File: src/rtl/demux_1to8_ctrl.sv
// Registered 1-to-8 routing controller: holds one word for a single consumer, filters disabled channels,
// and counts transfers/drops. Optional stall timeout discard is enabled with DEMUX_CTRL_TIMEOUT_EN.
module demux_1to8_ctrl #(
  parameter int W       = 8,
  parameter int TIMEOUT = 15
) (
  input  logic         clk,
  input  logic         rst,
  input  logic         in_valid,
  input  logic [W-1:0] in_data,
  input  logic [2:0]   in_dest,
  output logic         in_ready,
  input  logic [7:0]   chan_en,
  output logic [7:0]   y_valid,
  output logic [W-1:0] y_data,
  input  logic [7:0]   y_ready,
  output logic         drop,
  output logic [15:0]  sent_count,
  output logic [7:0]   drop_count
);

  typedef enum logic [0:0] {
    IDLE = 1'b0,
    HOLD = 1'b1
  } state_t;

  state_t      state_r;
  logic [2:0]  dest_r;
  logic        fire_s;
  logic        accept_s;
  logic        acc_en_s;
  logic        acc_dis_s;
  logic        timeout_s;

`ifdef DEMUX_CTRL_TIMEOUT_EN
  localparam logic [7:0] TIMEOUT_LAST = 8'(TIMEOUT - 1);
  logic [7:0]  timer_r;
`endif

  // Handshake decode; in_ready is combinational from y_ready so a firing slot can be refilled at once.
  always_comb begin
    fire_s    = 1'b0;
    timeout_s = 1'b0;
    if (state_r == HOLD) begin
      fire_s = y_ready[dest_r];
`ifdef DEMUX_CTRL_TIMEOUT_EN
      timeout_s = ~y_ready[dest_r] & (timer_r == TIMEOUT_LAST);
`endif
    end else begin
      fire_s    = 1'b0;
      timeout_s = 1'b0;
    end
    in_ready  = (state_r == IDLE) | fire_s;
    accept_s  = in_valid & in_ready;
    acc_en_s  = accept_s & chan_en[in_dest];
    acc_dis_s = accept_s & ~chan_en[in_dest];
  end

  // Holding register, one-hot valid, drop pulse and event counters.
  always_ff @(posedge clk) begin
    if (rst) begin
      state_r    <= IDLE;
      dest_r     <= 3'd0;
      y_valid    <= 8'h00;
      y_data     <= '0;
      drop       <= 1'b0;
      sent_count <= 16'd0;
      drop_count <= 8'd0;
`ifdef DEMUX_CTRL_TIMEOUT_EN
      timer_r    <= 8'd0;
`endif
    end else begin
      drop <= acc_dis_s | timeout_s;

      if ((acc_dis_s | timeout_s) && (drop_count != 8'hFF)) begin
        drop_count <= drop_count + 8'd1;
      end else begin
        drop_count <= drop_count;
      end

      if (fire_s) begin
        sent_count <= sent_count + 16'd1;
      end else begin
        sent_count <= sent_count;
      end

      // A disabled-channel accept never disturbs a held word: it is only possible when that word fires.
      if (acc_en_s) begin
        state_r <= HOLD;
        dest_r  <= in_dest;
        y_data  <= in_data;
        y_valid <= 8'h01 << in_dest;
`ifdef DEMUX_CTRL_TIMEOUT_EN
        timer_r <= 8'd0;
`endif
      end else if (fire_s || timeout_s) begin
        state_r <= IDLE;
        y_valid <= 8'h00;
`ifdef DEMUX_CTRL_TIMEOUT_EN
        timer_r <= 8'd0;
`endif
      end else begin
        state_r <= state_r;
        y_valid <= y_valid;
`ifdef DEMUX_CTRL_TIMEOUT_EN
        if (state_r == HOLD) begin
          timer_r <= timer_r + 8'd1;
        end else begin
          timer_r <= timer_r;
        end
`endif
      end
    end
  end

endmodule

File: config.mk
export PLATFORM = sky130hd
export DESIGN_NAME = demux_1to8_ctrl
export DESIGN_NICKNAME = d
export VERILOG_FILES = /design/src/rtl/demux_1to8_ctrl.sv
export SDC_FILE = /design/constraint.sdc
export NUM_CORES = 1
export LEC_CHECK = 0
export ABC_AREA = 1
export CAP_MARGIN = 25
export CORE_MARGIN = 10
export CORE_UTILIZATION = 38
export CTS_CLUSTER_DIAMETER = 150
export DETAILED_ROUTE_END_ITERATION = 8
export PLACE_DENSITY = 0.68
export SETUP_SLACK_MARGIN = 0.2
export SYNTH_ARGS = -nofsm -noshare
export SYNTH_HDL_FRONTEND = slang
export SYNTH_SLANG_ARGS = --single-unit
File: constraint.sdc
create_clock -name clk -period 3.4 [get_ports clk]
set_input_delay 0.85 -clock clk [delete_from_list [all_inputs] [get_ports clk]]
set_output_delay 0.85 -clock clk [all_outputs]
set_load 0.02 [all_outputs]
* Word level (Yosys, flattened, before mapping)
Cells that the tools add are included.
** Storage, ports and cells
- Register bits :: 45
- Bits of input ports :: 30
- Output and inout port bits :: 42
- Word-level logic and storage cells :: 30
** Cells by class
- Add/subtract/negate cells :: 2
- Order comparisons :: 2
- Equal/unequal tests :: 1
- Shift-type cells :: 1
- Multiplexer cells :: 9
- Bitwise gates (word level) :: 6
- Reductions and logical operators :: 2
** Operators with widths (count)
- 16-bit by 1-bit adder with 16-bit output (second input constant) :: 1
- 8-bit two-way mux :: 2
- 8-bit by 1-bit adder with 8-bit output (second input constant) :: 1
- 3-bit by 4-bit < comparator with 1-bit output (second input constant) :: 2
- 8-bit inequality test (second input constant) :: 1
- 1-bit by 3-bit << shifter with 8-bit output (first input constant) :: 1
- 1-bit binary-select mux with 3-bit select :: 2
- 1-bit two-way mux :: 5
- 1-bit AND :: 3
- 1-bit NOT :: 2
- 2-bit nonzero test :: 1
- 1-bit logical AND :: 1
- 1-bit bitwise OR :: 1

* Longest topological paths before layout
Gate-level depths: netlist (run 1).
- Depth in word-level cells :: 7
- Depth in mapped cells :: 13
- Gate-level depth less buffers :: 11

* Worst setup path after synthesis (run 1)
OpenSTA, ideal clock, no wires.
- Kind :: input to output
- Start :: in y_ready[3]
- End :: out in_ready
- Arrival :: 1499 ps
- Data required time :: 2550 ps
- Setup slack :: 1051 ps
- Stages on the path :: 7
- Buffers on the path :: 1
- Path through :: inv_1 nand2_1 nand3_1 nand3_2 nand2_1 nand2_4 buf_4
** Between the ends
- Word-level cells in the longest chain between the ends :: 4
** Ends and longest elaborated chain
- start: declaration :: line 16 : input logic [7:0] y_ready,
- 1-bit binary-select mux with 3-bit select :: line 45 : fire_s = y_ready[dest_r];
- 1-bit two-way mux (not written as such) :: line 45
- 1-bit two-way mux :: line 44 : if (state_r == HOLD) begin
- 1-bit bitwise OR :: line 53 : in_ready = (state_r == IDLE) | fire_s;
- end: declaration :: line 12 : output logic in_ready,
Every way passes these cells. The select of a mux whose other input is x is not followed.

* Worst setup path in the final report (run 1)
- Start :: in y_ready[7]
- End :: out in_ready
Same word-level chain as after synthesis.

==> impl_metrics.tcl, run 1 <==
set metrics [dict create \
    status "completed" \
    syn-cell-area_sq_um 2400 \
    ff2ff_setup_slack_ns 1.55 \
    antenna_found_initial 0 \
    busiest_layer "met2" \
    seqPwrFrac_pct 47.7 \
    powerDensity_nw_per_um2 362 \
    period_share_pct 86.0 \
    setup_viol 0 \
    gp_congestion 0.793 \
    critPathRequiredTime_ns 2.55 \
    start_util_pct 39.8 \
    cts_buffers 5 \
    ios 72 \
    dr.first_iter.drc_count 121 \
    clock_power_share_pct 34.3 \
    cts-root-buf "clkbuf_8" \
    vias 2449 \
    dieArea_sq_um 9890 \
    cts_htree_levels 2 \
    hold_class "flip-flop to flip-flop" \
    r2r-end "dest_r[2]$_SDFFE_PP0P_" \
    synthFlopType "dfxtp_1" \
    grt_util_met2_pct 21.9 \
    area_growth_pct 35.0 \
    io_buffers 71 \
    worst_pin_slew_ns 0.506 \
    dr.pass1.iters 4 \
    worstRegToRegCells 11 \
    stdcell_area_sq_um 3240 \
    finalCriticalPeriod_ns 2.93 \
    vdd_ir_drop_max_uv 271 \
    route.detailed.drc 0 \
    swShare_pct 27.1 \
    grt_use_met3_pct 4.71 \
    clock_path_buffers 2 \
    via_per_inst 4.96 \
    synth_cell_types 28 \
    hp-start "y_data[1]$_SDFFE_PP0P_" \
    synth_enable_flop_cells 0 \
    final_util_pct 53.8 \
    clock.fmax_mhz 342 \
    clock_sinks 45 \
    finalHoldViolations 0 \
    switchingPower_mw 0.318 \
    insertion_delay_ns 0.29 \
    ys_warn_count 0 \
    grt_max_degree 32 \
    drive_gt1_share_pct 6.92 \
    nets 450 \
    async_reset_ff_share_pct 0 \
    grt_pass1_wl_microns 11100 \
    antenna_cells 0 \
    die_w_microns 99.5 \
    rsz0062_at_grt "false" \
    combPwrFrac_pct 18.0 \
    syn_inst 352 \
    placed_area_sq_um 3130 \
    drt-total-wl_microns 6480 \
    die_height_microns 99.5 \
    avgSynthCellArea_sq_um 6.82 \
    worst_setup_path_start_kind "input port" \
    maxSlewHeadroom_pct 66.2 \
    num_rows 28 \
    cts.clk_slew.worst_paths_ns 0.09 \
    synth-seq-cells 45 \
    gr-usage-met1_pct 15.9 \
    synth_nets 384 \
    core_area_sq_um 6030 \
    critical_path_class "input port to output port" \
    routedWlPerCell_microns 13.1 \
    rr_startpoint "dest_r[0]$_SDFFE_PP0P_" \
    dp_hpwl_microns 4910 \
    setup_tns_ns 0 \
    hold_depth 2 \
    slew_violations 0 \
    leakage_nw 1.26 \
    ant_nets 0 \
    dp.cells 486 \
    yosysSeqAreaShare_pct 37.5 \
    maxCapViolations 0 \
    cts_tree "built" \
    skew_ns 0.00847 \
    crit_fanout 2 \
    intPower_mw 0.856 \
    finalNonFillerCells 494 \
    overflow 0 \
    grt_use_total_pct 13.3 \
    grt_pass1_vias 2303 \
    hold_end "y_data[1]$_SDFFE_PP0P_" \
    cp.arrival_ns 2.08 \
    end_kind "output port" \
]
[power by group through the flow]
stage,logic [mW],clock network (mW),registers [mW]
floorplan,0.118,0,0.586
global placement,0.210,0,0.572
detailed placement,0.213,0,0.572
CTS,0.213,0.419,0.560
global route,0.237,0.440,0.563
finish,0.211,0.403,0.560
[registers in the layout (all words and copies together) (netlist names)]
name and count:
sent_count 16, drop_count 8, y_data 8, y_valid 8, dest_r 3, drop 1
state_r 1
[timing repair]
item | 4_1_cts | 5_1_grt
setup buffers | 0 | 0
setup endpoints to repair | 1 | 0
resized for setup | 1 | 0
endpoints found under the hold margin | 0 | 0
hold buffers | 0 | 0
[routing by layer]
layer,wire (microns),part of all wire (%),vias to the layer above
met3,452,7.0,2
met1,2930,45,1125
met5,0,0,-
met4,28,0.43,0
met2,3070,47,52
li1,-,-,1270
[cell usage after synthesis, types with 2 or more instances]
| cell type | n | area share [%] |
|---|---|---|
| nand2_1 | 88 | 14 |
| dfxtp_1 | 45 | 38 |
| inv_1 | 43 | 6.7 |
| nor2_1 | 39 | 6.1 |
| a21oi_1 | 31 | 6.5 |
| nand3_1 | 24 | 5.0 |
| nand4_1 | 22 | 5.7 |
| nor3_1 | 10 | 2.1 |
| clkbuf_1 | 6 | 0.94 |
| nand3_2 | 5 | 2.1 |
| buf_4 | 4 | 1.3 |
| o21bai_1 | 4 | 1.3 |
| buf_6 | 3 | 1.4 |
| nor2_2 | 3 | 0.78 |
| xnor2_1 | 3 | 1.1 |
| buf_2 | 2 | 0.42 |
| ha_1 | 2 | 1.0 |
| inv_2 | 2 | 0.31 |
| inv_4 | 2 | 0.52 |
| nand2_4 | 2 | 0.94 |
| nand3_4 | 2 | 1.5 |
| o21ai_0 | 2 | 0.42 |
| o21ai_1 | 2 | 0.42 |
| xor2_1 | 2 | 0.73 |
[layout make-up]
| class | instances | area [sq um] |
|---|---|---|
| Fill cell | 587 | 2790 |
| Multi-Input combinational cell | 245 | 1220 |
| Sequential cell | 45 | 901 |
| Timing Repair Buffer | 74 | 732 |
| Inverter | 47 | 181 |
| Tap cell | 75 | 93.8 |
| Clock buffer | 6 | 72.6 |
| Clock inverter | 2 | 38.8 |
[stage by stage]
step | setup WS, ns | hold WS (ns) | power (mW)
floorplan | 1.05 | 0.536 | 0.704
global placement | 0.207 | 0.448 | 0.782
detailed placement | 0.191 | 0.457 | 0.785
CTS | 0.457 | 0.470 | 1.19
global route | 0.358 | 0.487 | 1.24
finish | 0.474 | 0.466 | 1.17
[cells by family (layout without fill, tap and decap cells)]
logic type	count (synthesis)	after routing	share of synthesized area, %
and+or+nand+nor	199	199	39.5
buffers and inverters	62	129	11.6
DFF	45	45	37.5
AOI/OAI and AO/OA	39	39	8.55
xor gates and xnor gates	5	5	1.83
adders and majority gates	2	2	1.04
[how the worst max path moves through the flow]
stage,startpoint,to,slack (ns),cells after the start
after CTS,y_ready[7],in_ready,0.46,8
final,y_ready[7],in_ready,0.47,8
after global routing,y_ready[7],in_ready,0.36,8
after global placement,y_ready[3],in_ready,0.21,8
after floorplan,y_ready[3],in_ready,1.05,7
after detailed placement,y_ready[7],in_ready,0.19,8
[cell usage in the layout (no fill, tap or decap), drive strengths merged, types with 2 or more instances in the layout]
cell type      instances
nor2                  42
ha                     2
xnor2                  3
clkdlybuf4s50         70
o21ai                  4
buf                    3
xor2                   2
o21bai                 4
a21oi                 31
nand3                 31
dfxtp                 45
nand2                 90
nor3                  11
clkbuf                 6
nand4                 23
inv                   47
[critical path, stage by stage]
cell             delay (ns)
clkdlybuf4s50_1        0.45
inv_1                  0.03
nand2_1                0.05
nand3_1                0.09
nand3_2                0.11
nand2_1                0.09
nand2_4                0.07
dlygate4sd2_1          0.33
(Power assumes the default switching activity.)
==> run 2: changes to the inputs <==
Settings changed: ABC_AREA 1 to unset, CTS_CLUSTER_DIAMETER 150 to unset, PLACE_DENSITY 0.68 to 0.7.
==> run 2 against run 1 <==
Against the previous run:
- global-route usage down 1.5 points
- worst setup slack worse by 0.17 ns
- first-iteration DRC count decreased by 61%
==> impl_metrics.tcl, run 2 <==
set metrics [dict create \
    ios 72 \
    worst_pin_slew_ns 0.718 \
    synth-seq-cells 45 \
    setup_viol 0 \
    synth_nets 265 \
    grt_max_degree 43 \
    final_util_pct 54.3 \
    period_share_pct 91.2 \
    seq_area_sq_um 901 \
    cts.clk_slew.worst_paths_ns 0.08 \
    dr.first_iter.drc_count 47 \
    cts_buffers 5 \
    leakage_nw 1.05 \
    ant_nets 0 \
    antenna_cells 0 \
    synth_common_cells "dfxtp_1, nor2_1, nand3_1" \
    vias 1896 \
    synth_cell_types 47 \
    route.detailed.drc 0 \
    maxSlewHeadroom_pct 51.9 \
    crit_start "y_ready[6]" \
    post_cts_buffers 0 \
    dr.pass1.iters 4 \
    antenna_found_initial 0 \
    critPathRequiredTime_ns 2.55 \
    critical_path_class "input port to output port" \
    skew_ns 0.00453 \
    synth_enable_flop_cells 0 \
    via_per_inst 5.04 \
    vdd_ir_drop_max_uv 212 \
    final_cell_mix "clkdlybuf4s50_1, dfxtp_1, nor2_1, nand3_1, mux2i_1" \
    top_register "sent_count" \
    ys_warn_count 0 \
    netlist.area_leader.share_pct 42.4 \
    setup_tns_ns 0 \
    grt_use_total_pct 11.8 \
    area_growth_pct 39.9 \
    nets 335 \
    maxCapViolations 0 \
    routedWlPerCell_microns 14.0 \
    dieArea_sq_um 8980 \
    status "completed" \
    overflow 0 \
    stdcell_area_sq_um 2970 \
    worst_setup_path_start_kind "input port" \
    gp_congestion 0.746 \
    die_w_microns 94.8 \
    cp.arrival_ns 2.25 \
    clock_sinks 45 \
    hp-start "y_valid[0]$_SDFFE_PP0P_" \
    rsz0062_at_grt "false" \
    die_height_microns 94.8 \
    finalCriticalPeriod_ns 3.10 \
    placed_area_sq_um 2870 \
    cts_htree_levels 2 \
    grt_pass1_wl_microns 8690 \
    rr_startpoint "dest_r[0]$_SDFFE_PP0P_" \
    clock_path_buffers 2 \
    cts-root-buf "clkbuf_8" \
    largest_reg_flops 16 \
    start_util_pct 38.8 \
    avgSynthCellArea_sq_um 9.12 \
    yosysTopAreaCell "dfxtp_1" \
    num_rows 27 \
    finalPower_mw 1.09 \
    powerDensity_nw_per_um2 368 \
    hold_class "flip-flop to flip-flop" \
    synthFlopType "dfxtp_1" \
    fillers 516 \
    slew_violations 0 \
    end_kind "output port" \
    multi_input_area_sq_um 1090 \
    drive_gt1_share_pct 7.24 \
    syn-cell-area_sq_um 2120 \
    drt-total-wl_microns 5250 \
    cts_tree "built" \
    core_area_sq_um 5470 \
    insertion_delay_ns 0.29 \
    io_buffers 71 \
    yosys-top-cells-area "dfxtp_1, mux2i_1, nand3_1" \
    finalHoldViolations 0 \
    clock.fmax_mhz 323 \
    crit_fanout 2 \
    final_common_cell "clkdlybuf4s50_1" \
    dp_hpwl_microns 3890 \
    yosysSeqAreaShare_pct 42.4 \
    grt_pass1_vias 1786 \
    async_reset_ff_share_pct 0 \
    hold_ws_ns 0.470 \
    synth.most_common_cell "dfxtp_1" \
    syn_inst 233 \
    cts_hold_buf 0 \
]
## run 2: final cells by class
| type | count | area share [%] |
|---|---|---|
| inverters | 9 | 1.14 |
| well taps | 72 | 3.03 |
| repair buffers | 77 | 25.4 |
| flip-flops and latches | 45 | 30.3 |
| clock buffers | 7 | 3.24 |
| clock inverters | 1 | 0.168 |
| multi-input cells | 165 | 36.7 |
## run 2: timing repair
item                                   4_1_cts  5_1_grt
setup endpoints to repair                    1        0
endpoints found under the hold margin        0        0
resized for setup                            1        0
## run 2: per-stage QoR
step                setup WS [ns]  instances
floorplan                   0.927        233
global placement           0.0692        368
detailed placement         0.0608        368
CTS                         0.275        376
global route                0.235        376
finish                      0.300        376
## run 2: worst paths after layout
path                        endpoint  slack [ns]  depth (start not counted)
min reg2reg  y_valid[0]$_SDFFE_PP0P_        0.47                          2
max reg2reg   y_data[2]$_SDFFE_PP0P_        1.29                          7
min          y_valid[0]$_SDFFE_PP0P_        0.47                          2
max                         in_ready        0.30                          5
## run 2: kinds of logic (layout without fill, tap and decap cells)
group                    count (synthesis)  after routing  share of synthesized area, %
AND/OR/NAND/NOR                         91             91                          23.2
flip-flops                              45             45                          42.4
AO/OA/AOI/OAI                           44             44                          14.0
buffers and inverters                   23             94                          6.24
multiplexers                            19             19                          9.30
XOR/XNOR                                 9              9                          3.71
adder cells (fa/ha/maj)                  2              2                          1.18
## run 2: worst max-delay path, cell delays in order
cell	delay, ns
clkdlybuf4s50_1	0.40
mux2_4	0.28
a2bb2oi_2	0.16
a21bo_1	0.23
dlygate4sd2_1	0.33
## run 2: power by group
| part | total [mW] | switching, mW | internal, mW |
|---|---|---|---|
| sequential | 0.556 | 0.0133 | 0.543 |
| clock | 0.359 | 0.176 | 0.184 |
| combinational | 0.179 | 0.0866 | 0.0927 |
| total | 1.09 | 0.275 | 0.819 |
## run 2: layer usage
layer,global-route usage (%),vias up,wire length [microns]
met4,4.11,0,84
met2,18.4,56,2450
met5,0,-,0
li1,-,979,-
met1,14.2,853,2260
met3,5.08,8,448
==> run 3: changes to the inputs <==
Settings changed: CORE_MARGIN 10 to 1.5.
==> run 3 against run 2 <==
Against the previous run:
- worst setup slack got worse by 0.015 ns
- power decreased by 2.7%
- sequential power about the same
- global-route usage up 4.3 points
- maximum frequency down 0.47%
- clock skew hardly changed
- critical path depth unchanged
- register-to-register slack hardly changed
- first-iteration DRC count rose by 57%
- clock power down 7.8%
- non-clock buffer count is 1 higher
- combinational power about the same
- critical path type unchanged
- highest routed layer unchanged
==> impl_metrics.tcl, run 3 (same netlist as run 2, synthesis figures left out) <==
set metrics [dict create \
    ant_nets 0 \
    maxSlewHeadroom_pct 52.4 \
    final_common_cell "clkdlybuf4s50_1" \
    clock_path_buffers 2 \
    antenna_cells 0 \
    cp.arrival_ns 2.26 \
    dp.cells 369 \
    dp_hpwl_microns 3360 \
    skew_ns 0.00460 \
    routedWlPerCell_microns 12.2 \
    finalNonFillerCells 376 \
    post_cts_buffers 0 \
    gp_congestion 0.773 \
    insertion_delay_ns 0.30 \
    dieArea_sq_um 6050 \
    finalCriticalPeriod_ns 3.11 \
    io_buffers 71 \
    slew_violations 0 \
    largest_reg_flops 16 \
    area_growth_pct 39.5 \
    worst_setup_path_start_kind "input port" \
    num_rows 27 \
    cts_buffers 5 \
    critPathRequiredTime_ns 2.55 \
    worst_pin_slew_ns 0.710 \
    die_w_microns 77.8 \
    setup_viol 0 \
    fillers 517 \
    ios 72 \
    final_cell_mix "clkdlybuf4s50_1, dfxtp_1, nor2_1, nand3_1, mux2i_1" \
    die_height_microns 77.8 \
    setup_slack_ns 0.286 \
    core_area_sq_um 5440 \
    finalPower_mw 1.07 \
    drt-total-wl_microns 4600 \
    end_kind "output port" \
    crit_fanout 2 \
    maxCapViolations 0 \
    dpl_worst_slack_ns 0.0684 \
    cts_tree "built" \
    grt_use_total_pct 16.1 \
    vdd_ir_drop_max_uv 221 \
    top_register "sent_count" \
    leakage_nw 1.04 \
    cts_htree_levels 2 \
    powerDensity_nw_per_um2 359 \
    cts-root-buf "clkbuf_8" \
    status "completed" \
    clock_sinks 45 \
    critical_path_class "input port to output port" \
    vias 1910 \
    rsz0062_at_grt "false" \
    grt_pass1_vias 1798 \
    grt_max_degree 29 \
    overflow 0 \
    clock.fmax_mhz 321 \
    cts.clk_slew.worst_paths_ns 0.08 \
    antenna_found_initial 0 \
    via_per_inst 5.08 \
    setup_tns_ns 0 \
    route.detailed.drc 0 \
    dr.first_iter.drc_count 74 \
    nets 336 \
    period_share_pct 91.6 \
    drive_gt1_share_pct 6.91 \
    hold_class "flip-flop to flip-flop" \
    start_util_pct 39.1 \
    grt_pass1_wl_microns 7980 \
    dr.pass1.iters 4 \
    finalHoldViolations 0 \
]
==> run 3: what timing repair did <==
item,CTS,global route
setup endpoints to repair,1,0
hold buffers,0,0
resized for setup,1,0
==> run 3: path summary, 6_finish.rpt <==
check / startpoint / endpoint / slack (ns) / depth (start not counted)
max: y_ready[7] / in_ready / 0.29 / 5
min: y_valid[7]$_SDFFE_PP0P_ / y_valid[7]$_SDFFE_PP0P_ / 0.47 / 2
max reg2reg: dest_r[0]$_SDFFE_PP0P_ / y_data[0]$_SDFFE_PP0P_ / 1.30 / 7
min reg2reg: y_valid[7]$_SDFFE_PP0P_ / y_valid[7]$_SDFFE_PP0P_ / 0.47 / 2
==> run 3: per-layer routing <==
layer	vias to the layer above	GRT usage, %	share of wire, %
li1	974	-	-
met1	890	19.0	47
met2	41	28.3	47
met3	5	4.47	5.3
met4	0	4.91	1.3
met5	-	0	0
==> run 3: worst max-delay path, cell delays in order <==
cell,delay [ns]
clkdlybuf4s50_1,0.41
mux2_4,0.26
a2bb2oi_2,0.17
a21bo_1,0.24
dlygate4sd2_1,0.33
==> run 3: power by group <==
part	internal [mW]	total [mW]	switching (mW)
clock	0.161	0.331	0.170
combinational	0.0935	0.179	0.0854
sequential	0.543	0.556	0.0129
total	0.798	1.07	0.268
==> run 3: through the flow <==
stage                     utilization, %  instance area [sq um]  hold slack, ns
after floorplan                        -                   2120           0.518
final                               54.5                   2960           0.468
after detailed placement            52.9                   2880           0.465
after global routing                54.5                   2960           0.493
after global placement              52.9                   2880           0.455
after CTS                           54.5                   2960           0.478
==> run 3: area by class of cell <==
| class | count | area (sq um) | area share, % |
|---|---|---|---|
| multi-input cells | 165 | 1090 | 36.8 |
| flip-flops and latches | 45 | 901 | 30.4 |
| repair buffers | 78 | 762 | 25.7 |
| well taps | 72 | 90.1 | 3.04 |
| clock buffers | 7 | 86.3 | 2.91 |
| inverters | 9 | 33.8 | 1.14 |
